==> src/rtl/branch_predictor.sv <==
// Bimodal branch predictor: 2-bit saturating-counter PHT, decode-stage prediction,
// execute-stage training and mispredict redirect, plus saturating performance counters.
module branch_predictor #(
    parameter int IDX_W = 6
) (
    input  logic        clk,
    input  logic        reset,
    input  logic [31:0] pc_d,
    input  logic [31:0] immext_d,
    input  logic        is_branch_d,
    input  logic        is_jal_d,
    output logic        predict_taken_d,
    output logic [31:0] pred_target_d,
    input  logic        branch_e,
    input  logic        pred_taken_e,
    input  logic        taken_e,
    input  logic [31:0] pc_e,
    input  logic [31:0] target_e,
    input  logic [31:0] pc_plus4_e,
    output logic        redirect_e,
    output logic [31:0] redirect_pc_e,
    input  logic        clear_stats,
    output logic [31:0] branch_cnt,
    output logic [31:0] mispred_cnt
);

    localparam int ENTRIES = 1 << IDX_W;

    logic [1:0]       pht_q [ENTRIES];
    logic [1:0]       pht_d [ENTRIES];
    logic [31:0]      branch_cnt_q, branch_cnt_d;
    logic [31:0]      mispred_cnt_q, mispred_cnt_d;
    logic [IDX_W-1:0] idx_d, idx_e;
    logic             unused_pc_bits;

    assign idx_d = pc_d[IDX_W+1:2];
    assign idx_e = pc_e[IDX_W+1:2];
    assign unused_pc_bits = ^{pc_e[31:IDX_W+2], pc_e[1:0]};

    // Prediction reads the registered PHT only, so a same-cycle update is seen next cycle.
    assign predict_taken_d = is_jal_d | (is_branch_d & pht_q[idx_d][1]);
    assign pred_target_d   = pc_d + immext_d;

    assign redirect_e    = branch_e & (taken_e != pred_taken_e);
    assign redirect_pc_e = taken_e ? target_e : pc_plus4_e;

    assign branch_cnt  = branch_cnt_q;
    assign mispred_cnt = mispred_cnt_q;

    always_comb begin
        // NOTE: defaults first so every path assigns every signal; otherwise a latch is inferred.
        pht_d         = pht_q;
        branch_cnt_d  = branch_cnt_q;
        mispred_cnt_d = mispred_cnt_q;

        if (branch_e) begin
            if (taken_e) begin
                if (pht_q[idx_e] != 2'b11) pht_d[idx_e] = pht_q[idx_e] + 2'd1;
            end else begin
                if (pht_q[idx_e] != 2'b00) pht_d[idx_e] = pht_q[idx_e] - 2'd1;
            end
        end

        if (clear_stats) begin
            branch_cnt_d  = '0;
            mispred_cnt_d = '0;
        end else begin
            if (branch_e && branch_cnt_q != 32'hFFFF_FFFF)
                branch_cnt_d = branch_cnt_q + 32'd1;
            if (redirect_e && mispred_cnt_q != 32'hFFFF_FFFF)
                mispred_cnt_d = mispred_cnt_q + 32'd1;
        end
    end

    // NOTE: the PHT is built from flops, not RAM, so it can and must be reset to weakly not-taken.
    always_ff @(posedge clk or posedge reset) begin
        // NOTE: non-blocking assignments keep every flop sampling pre-edge values.
        if (reset) begin
            for (int i = 0; i < ENTRIES; i++) pht_q[i] <= 2'b01;
            branch_cnt_q  <= '0;
            mispred_cnt_q <= '0;
        end else begin
            pht_q         <= pht_d;
            branch_cnt_q  <= branch_cnt_d;
            mispred_cnt_q <= mispred_cnt_d;
        end
    end

endmodule

==> config.mk <==
export PLATFORM = sky130hd
export DESIGN_NAME = branch_predictor
export DESIGN_NICKNAME = d
export VERILOG_FILES = /design/src/rtl/branch_predictor.sv
export SDC_FILE = /design/constraint.sdc
export NUM_CORES = 1
export LEC_CHECK = 0
export BUFFER_PORTS_ARGS = -buffer_cell sky130_fd_sc_hd__buf_2
export CAP_MARGIN = 20
export CORE_MARGIN = 2
export CORE_UTILIZATION = 40
export DETAILED_ROUTE_END_ITERATION = 10
export GPL_ROUTABILITY_DRIVEN = 1
export REMOVE_ABC_BUFFERS = 1
export SYNTH_ARGS = -nofsm -noshare
export SYNTH_HDL_FRONTEND = slang
export SYNTH_SLANG_ARGS = --single-unit
==> constraint.sdc <==
create_clock -name clk -period 6 [get_ports clk]
set_input_delay 0.6 -clock clk [delete_from_list [all_inputs] [get_ports clk]]
set_output_delay 0.6 -clock clk [all_outputs]
set_load 0.005 [all_outputs]
==> qor.yml, run 1 <==
ctsHoldBuffers: 0
critPathMaxFanout: 27
tightest_slew_ps: 996
finalWorstPathRequiredPeriod_ps: 4520
cts_tree: "done"
path_cells: "buf_2, buf_4, mux4_2, mux2i_1, o211ai_2, and4_1, ha_1, mux2i_1, nand2_1, nor2_1, nand2_1, nor2_1, mux2_2"
dieArea_um2: 32300
register_area_um2: 4880
area_growth_pct: 18.8
r2r_slack_ps: 1950
critical_path.slowest_cell: "buf_2"
critical_path_class: "in -> reg"
power_density_nw_per_um2: 250
syn_area_per_cell_um2: 9.85
viasPerCell: 5.64
gp_congestion: 0.847
vias: 10800
place_worst_setup_slack_ps: 1160
hold_slack_ps: 334
antenna_found_initial: 0
grt_max_degree: 130
die_h_um: 180
port_buffers: 271
clock_latency_ps: 450
drv_cap: 0
row_count: 64
grt.overflow.total: 0
cts_setup_buffers: 0
wl_per_cell_um: 18.3
yosysWarnings: 0
final_cells: 1907
io_pins: 298
antenna_cells: 0
final_common_cell: "buf_2"
final_max_slew_viol_count: 0
rr_worst_depth: 13
startpoint_type: "primary input"
async_flop_share_pct: 100
status: "completed"
dp.cells: 1875
ys_ff_latch: 192
drive_gt1_share_pct: 34.5
rr_endpoint: "pht_q[21]"
numClockSinks: 192
grt_pass1_vias: 10600
drt_iter0_markers: 768
p_leak_nw: 6.78
min_period_over_period_pct: 75.3
synth_edf_count: 0
cp-end-kind: "flop"
path_clk_slew_ps: 80
hp-class: "in -> async"
grt.total_usage_pct: 21.5
p_total_mw: 3.67
ant_nets: 0
dpl.hpwl_mm: 24.6
h-tree-depth: 4
syn_area_um2: 12300
setup_slack_ps: 1480
hold_viol_final: 0
drtPass1Iterations: 5
cpPeakStageDelay_ps: 570
final_cell_mix: "271 x buf_2, 185 x nor2_1, 128 x dfrtp_1, 113 x mux2_2, 82 x nand2_1"
numCtsBuffers: 17
cp_data_arrival_time_ps: 4860
setup_tns_ps: 0
setup-violations-final: 0
relSlewSlack_pct: 32.7
ctsRootBufferMaster: "clkbuf_16"
nFillCells: 2911
multi_input_area_um2: 7070
vdd_drop_max_mv: 0.196
fmax_ghz: 0.221
grt_pass1_wl_mm: 56.4
routed_wl_mm: 34.9
skew_ps: 8.00
die_w_um: 180
netlist-cell-type-count: 72
layout.nets: 1702
start_util_pct: 40.5
syn_inst: 1254
core_area_um2: 30500
clockBufferDepth: 2
synth-seq-area-share_pct: 39.6
synth_flop_cell: "dfrtp_1"
rsz0062_at_grt: "false"
drc: 0
post_cts_resized: 0
cp.required_ps: 6330
==> cells by family after synthesis <==
| family | Yosys count | synth area share (%) |
|---|---|---|
| AOI/OAI and AO/OA | 224 | 11.7 |
| DFF | 192 | 39.6 |
| xor gates and xnor gates | 83 | 5.89 |
| buffers and inverters | 97 | 3.33 |
| and+or+nand+nor | 442 | 16.9 |
| adders and majority gates | 36 | 3.71 |
| muxes | 180 | 18.9 |
==> report_power, final <==
part           internal [mW]  total (mW)  switching [mW]
sequential              1.51        1.63           0.119
combinational          0.409       0.871           0.462
clock                  0.586        1.17           0.580
==> cell usage after synthesis (9+ instances only) <==
master,n,area [um^2]
a21oi_1,81,405
o21ai_0,35,175
xor2_1,51,447
and2_1,12,75.1
a221oi_1,13,114
nor2b_1,17,106
nand2_1,82,308
buf_2,17,85.1
ha_1,35,438
dfrtp_1,128,3200
a21o_1,12,90.1
dfstp_2,64,1680
nor2_1,185,694
mux4_2,13,293
nand3_1,37,185
nor3_1,14,70.1
a31oi_1,12,75.1
clkbuf_1,35,131
a211oi_1,9,67.6
o22ai_1,9,56.3
nand4_1,31,194
mux2i_1,40,400
and3_1,15,93.8
inv_1,35,131
mux2_2,113,1270
mux4_1,14,368
xnor2_1,32,280
and4_1,10,87.6
==> worst max-delay path: cells and delay by family <==
family | cells | cell delay, ps
compound gates | 1 | 420
fa+ha+maj | 1 | 190
buf+inv | 2 | 880
mux | 4 | 1540
simple gates | 5 | 1220
==> cell type report <==
cell class                      count  area share (%)
Clock buffer                       18            3.07
Clock inverter                     14            1.13
Inverter                           36           0.972
Multi-Input combinational cell    965            48.1
Sequential cell                   192            33.3
Tap cell                          396            3.38
Timing Repair Buffer              286            10.0
==> worst max path at each step <==
stage | endpoint | cells after the start | startpoint | slack, ps
floorplan | branch_cnt[0] | 1 | reset | 280
global placement | pht_q[25] | 13 | pc_e[2] | 1160
detailed placement | pht_q[117] | 13 | pc_e[2] | 1160
CTS | pht_q[117] | 13 | pc_e[2] | 1620
global route | pht_q[117] | 14 | pc_e[2] | 1180
finish | pht_q[21] | 13 | pc_e[2] | 1480
==> layer usage <==
metal  part of all wire, %  global-route usage (%)
met2                    46                    34.0
met1                    46                    30.0
met3                   5.8                    3.97
met5                     0                       0
met4                   2.0                    6.47
==> metrics by stage <==
stage	area (um^2)	utilization, %
finish	14700	48.1
global route	14700	48.1
CTS	14700	48.1
detailed placement	14100	46.1
global placement	14100	46.1
floorplan	12100	-
Note: power is estimated with default switching activity, not from simulation.
==> run 2: changes to the inputs <==
Settings changed: ABC_AREA from default to 1.
Clock period 6 ns to 4.5 ns, I/O delays scaled along.
==> run 2 against run 1 <==
  * Critical path depth rose by 9
  * Non-clock buffer count increased by 11
  * Clock-buffer cell count up 2
  * Synthesized area up 11%
  * Register-to-register slack worse by 270 ps
  * Core utilization down 0.35 points
  * Worst setup slack got worse by 210 ps
  * First-iteration DRC count rose by 63%
  * Total power grew 34%
  * Combinational power is 38% higher
  * Critical path type unchanged
  * Largest power group unchanged
==> qor.yml, run 2 <==
yosysWarnings: 0  # unchanged
antenna_found_initial: 1  # +1
syn_area_um2: 13700  # +11%
ctsHoldBuffers: 0  # unchanged
path_buf_inv: 7  # +5
die_w_um: 189  # +5.1%
relSlewSlack_pct: 36.0  # +3.3 points
synth_edf_count: 0  # unchanged
numCtsBuffers: 17  # unchanged
antenna_cells: 0  # unchanged
cts_setup_buffers: 0  # unchanged
io_pins: 298  # unchanged
met1Wirelength_mm: 21.4  # +33%
wl_met2_mm: 21.4  # +32%
final_cell_mix: "734 x nand2_1, 271 x buf_2, 250 x nor2_1, 205 x inv_1, 137 x o21ai_0"
die_h_um: 189  # +5.1%
wl_per_cell_um: 16.9  # -7.9%
path_delay_family: "simple AND/OR/NAND/NOR gates"
cpPeakStageDelay_ps: 520  # -50 ps
status: "completed"
synth_top_area_share_pct: 23.4  # -2.5 points
skew_ps: 12.0  # +3.98 ps
synth_flop_cell: "dfrtp_1"
area_growth_pct: 17.3
synth-seq-area-share_pct: 35.7  # -3.9 points
critical_path_class: "in -> reg"
final_cells: 2792  # +46%
startpoint_type: "primary input"
routed.top_layer: "met5"
rr_endpoint: "pht_q[61]"
r2r_slack_ps: 1680  # -270 ps
viasPerCell: 5.28  # -6.4%
grt.overflow.total: 0  # unchanged
grt_max_degree: 134  # +3.1%
core_area_um2: 33600  # +10%
rr_worst_depth: 19  # +6
h-tree-depth: 4  # unchanged
path_clk_slew_ps: 70  # about the same
clock_latency_ps: 450  # about the same
setup_tns_ps: 0  # unchanged
routed_wl_mm: 47.1  # +35%
drive_gt1_share_pct: 19.0  # -16 points
cp_common_cell: "nand2_1"
yosysTopAreaCell: "dfrtp_1"
ant_nets: 0  # unchanged
tightest_slew_ps: 959  # -36.9 ps
start_util_pct: 40.7  # +0.22 points
syn_inst: 2079  # +66%
rsz0062_at_grt: "false"
dpl.hpwl_mm: 33.4  # +36%
cp.required_ps: 4810  # -1520 ps
gp_congestion: 0.979  # +16%
final_common_cell: "nand2_1"
final_max_slew_viol_count: 0  # unchanged
timing.rr.start: "pht_q[39]"
path_cells: "buf_2, inv_1, nand3_1, buf_4, o21ai_0, nor2_1, nand3_1, nand2_1, nand2_1, inv_1, nand2_1, nor2_1, ha_1, inv_1, nor2_1, nor3_4, buf_4, nand2_1, nor2_1, inv_1, nand2_1, o21ai_0"
synth_most_common_cell: "nand2_1"
min_period_over_period_pct: 71.8
met3WireLength_mm: 3.30  # +62%
critPathMaxFanout: 15  # -44%
synth_commonest_cells: "735 x nand2_1, 250 x nor2_1, 206 x inv_1, 137 x o21ai_0, 128 x dfrtp_1"
ys_ff_latch: 192  # unchanged
async_flop_share_pct: 100  # unchanged
fmax_ghz: 0.310
vias: 14700  # +37%
hp-class: "in -> async"
dp.cells: 2760  # +47%
port_buffers: 271  # unchanged
post_cts_resized: 0  # unchanged
p_leak_nw: 7.61  # +12%
drc: 0  # unchanged
drt_iter0_markers: 1248  # +63%
vdd_drop_max_mv: 0.301  # +54%
layout.nets: 2535  # +49%
row_count: 67  # +4.7%
setup-violations-final: 0  # unchanged
cp_data_arrival_time_ps: 3540  # -1320 ps
power_density_nw_per_um2: 305  # +22%
cp-end-kind: "flop"
numClockSinks: 192  # unchanged
clockBufferDepth: 2  # unchanged
netlist-cell-type-count: 44  # -39%
drtPass1Iterations: 5  # unchanged
syn_area_per_cell_um2: 6.58  # -33%
grt.total_usage_pct: 26.2  # +4.7 points
critical_path.slowest_cell: "inv_1"
synth_area_leaders: "dfrtp_1 23%, nand2_1 20%, dfstp_2 12%"
ctsRootBufferMaster: "clkbuf_16"
cts_tree: "done"
dieArea_um2: 35700  # +11%
grt_pass1_wl_mm: 74.3  # +32%
finalWorstPathRequiredPeriod_ps: 3230
drv_cap: 0  # unchanged
grt_pass1_vias: 13800  # +31%
hold_viol_final: 0  # unchanged
[run 2: area by class of cell]
type                            count  area [um^2]
Multi-Input combinational cell   1612         7650
Clock buffer                       20          447
Tap cell                          448          561
Sequential cell                   192         4880
Timing Repair Buffer              297         1560
Fill cell                        3456        17600
Clock inverter                     12          136
Inverter                          211          802
[run 2: layer usage]
layer	up-vias	track usage (%)
met5	-	0
met3	69	4.32
met4	2	8.26
met2	558	40.6
met1	6929	37.3
li1	7183	-
[run 2: worst max path at each step]
| stage | start | end | slack [ps] | depth (start not counted) |
|---|---|---|---|---|
| after floorplan | reset | branch_cnt[0] | -1070 | 1 |
| after global placement | pc_e[3] | pht_q[99] | 860 | 23 |
| after detailed placement | pc_e[2] | pht_q[99] | 840 | 21 |
| after CTS | pc_e[2] | pht_q[99] | 1300 | 21 |
| after global routing | pc_e[2] | pht_q[111] | 960 | 21 |
| final | pc_e[4] | pht_q[61] | 1270 | 22 |
[run 2: worst register-to-register path, delay by kind of cell (launching register included)]
family          cells  cell delay (ps)
simple gates       13             1620
flops               1              410
buf+inv             3              340
fa+ha+maj           1              190
compound gates      2              140
[run 2: power by group]
group / leakage [nW] / switching (mW) / total (mW) / internal, mW
combinational: 4.93 / 0.766 / 1.20 / 0.436
clock: 0.265 / 0.744 / 1.58 / 0.838
sequential: 2.41 / 0.147 / 2.12 / 1.97
[run 2: metrics by stage]
step | cell area, um^2 | utilization [%] | hold slack [ps] | total power [mW] | setup WS, ps
floorplan | 13300 | - | 447 | 2.81 | -1070
global placement | 15500 | 46.0 | 453 | 3.32 | 857
detailed placement | 15500 | 46.0 | 456 | 3.34 | 836
CTS | 16000 | 47.7 | 255 | 4.92 | 1300
global route | 16000 | 47.7 | 278 | 5.18 | 961
finish | 16000 | 47.7 | 205 | 4.90 | 1270
[run 2: kinds of logic (layout without fill, tap and decap cells)]
kind of cell | Yosys count | after routing | share of synthesized area (%)
AOI/OAI and AO/OA | 273 | 273 | 10.4
xor gates and xnor gates | 32 | 32 | 2.05
adders and majority gates | 36 | 36 | 3.35
buffers and inverters | 275 | 540 | 8.48
DFF | 192 | 192 | 35.7
muxes | 33 | 33 | 2.71
and+or+nand+nor | 1238 | 1238 | 37.3
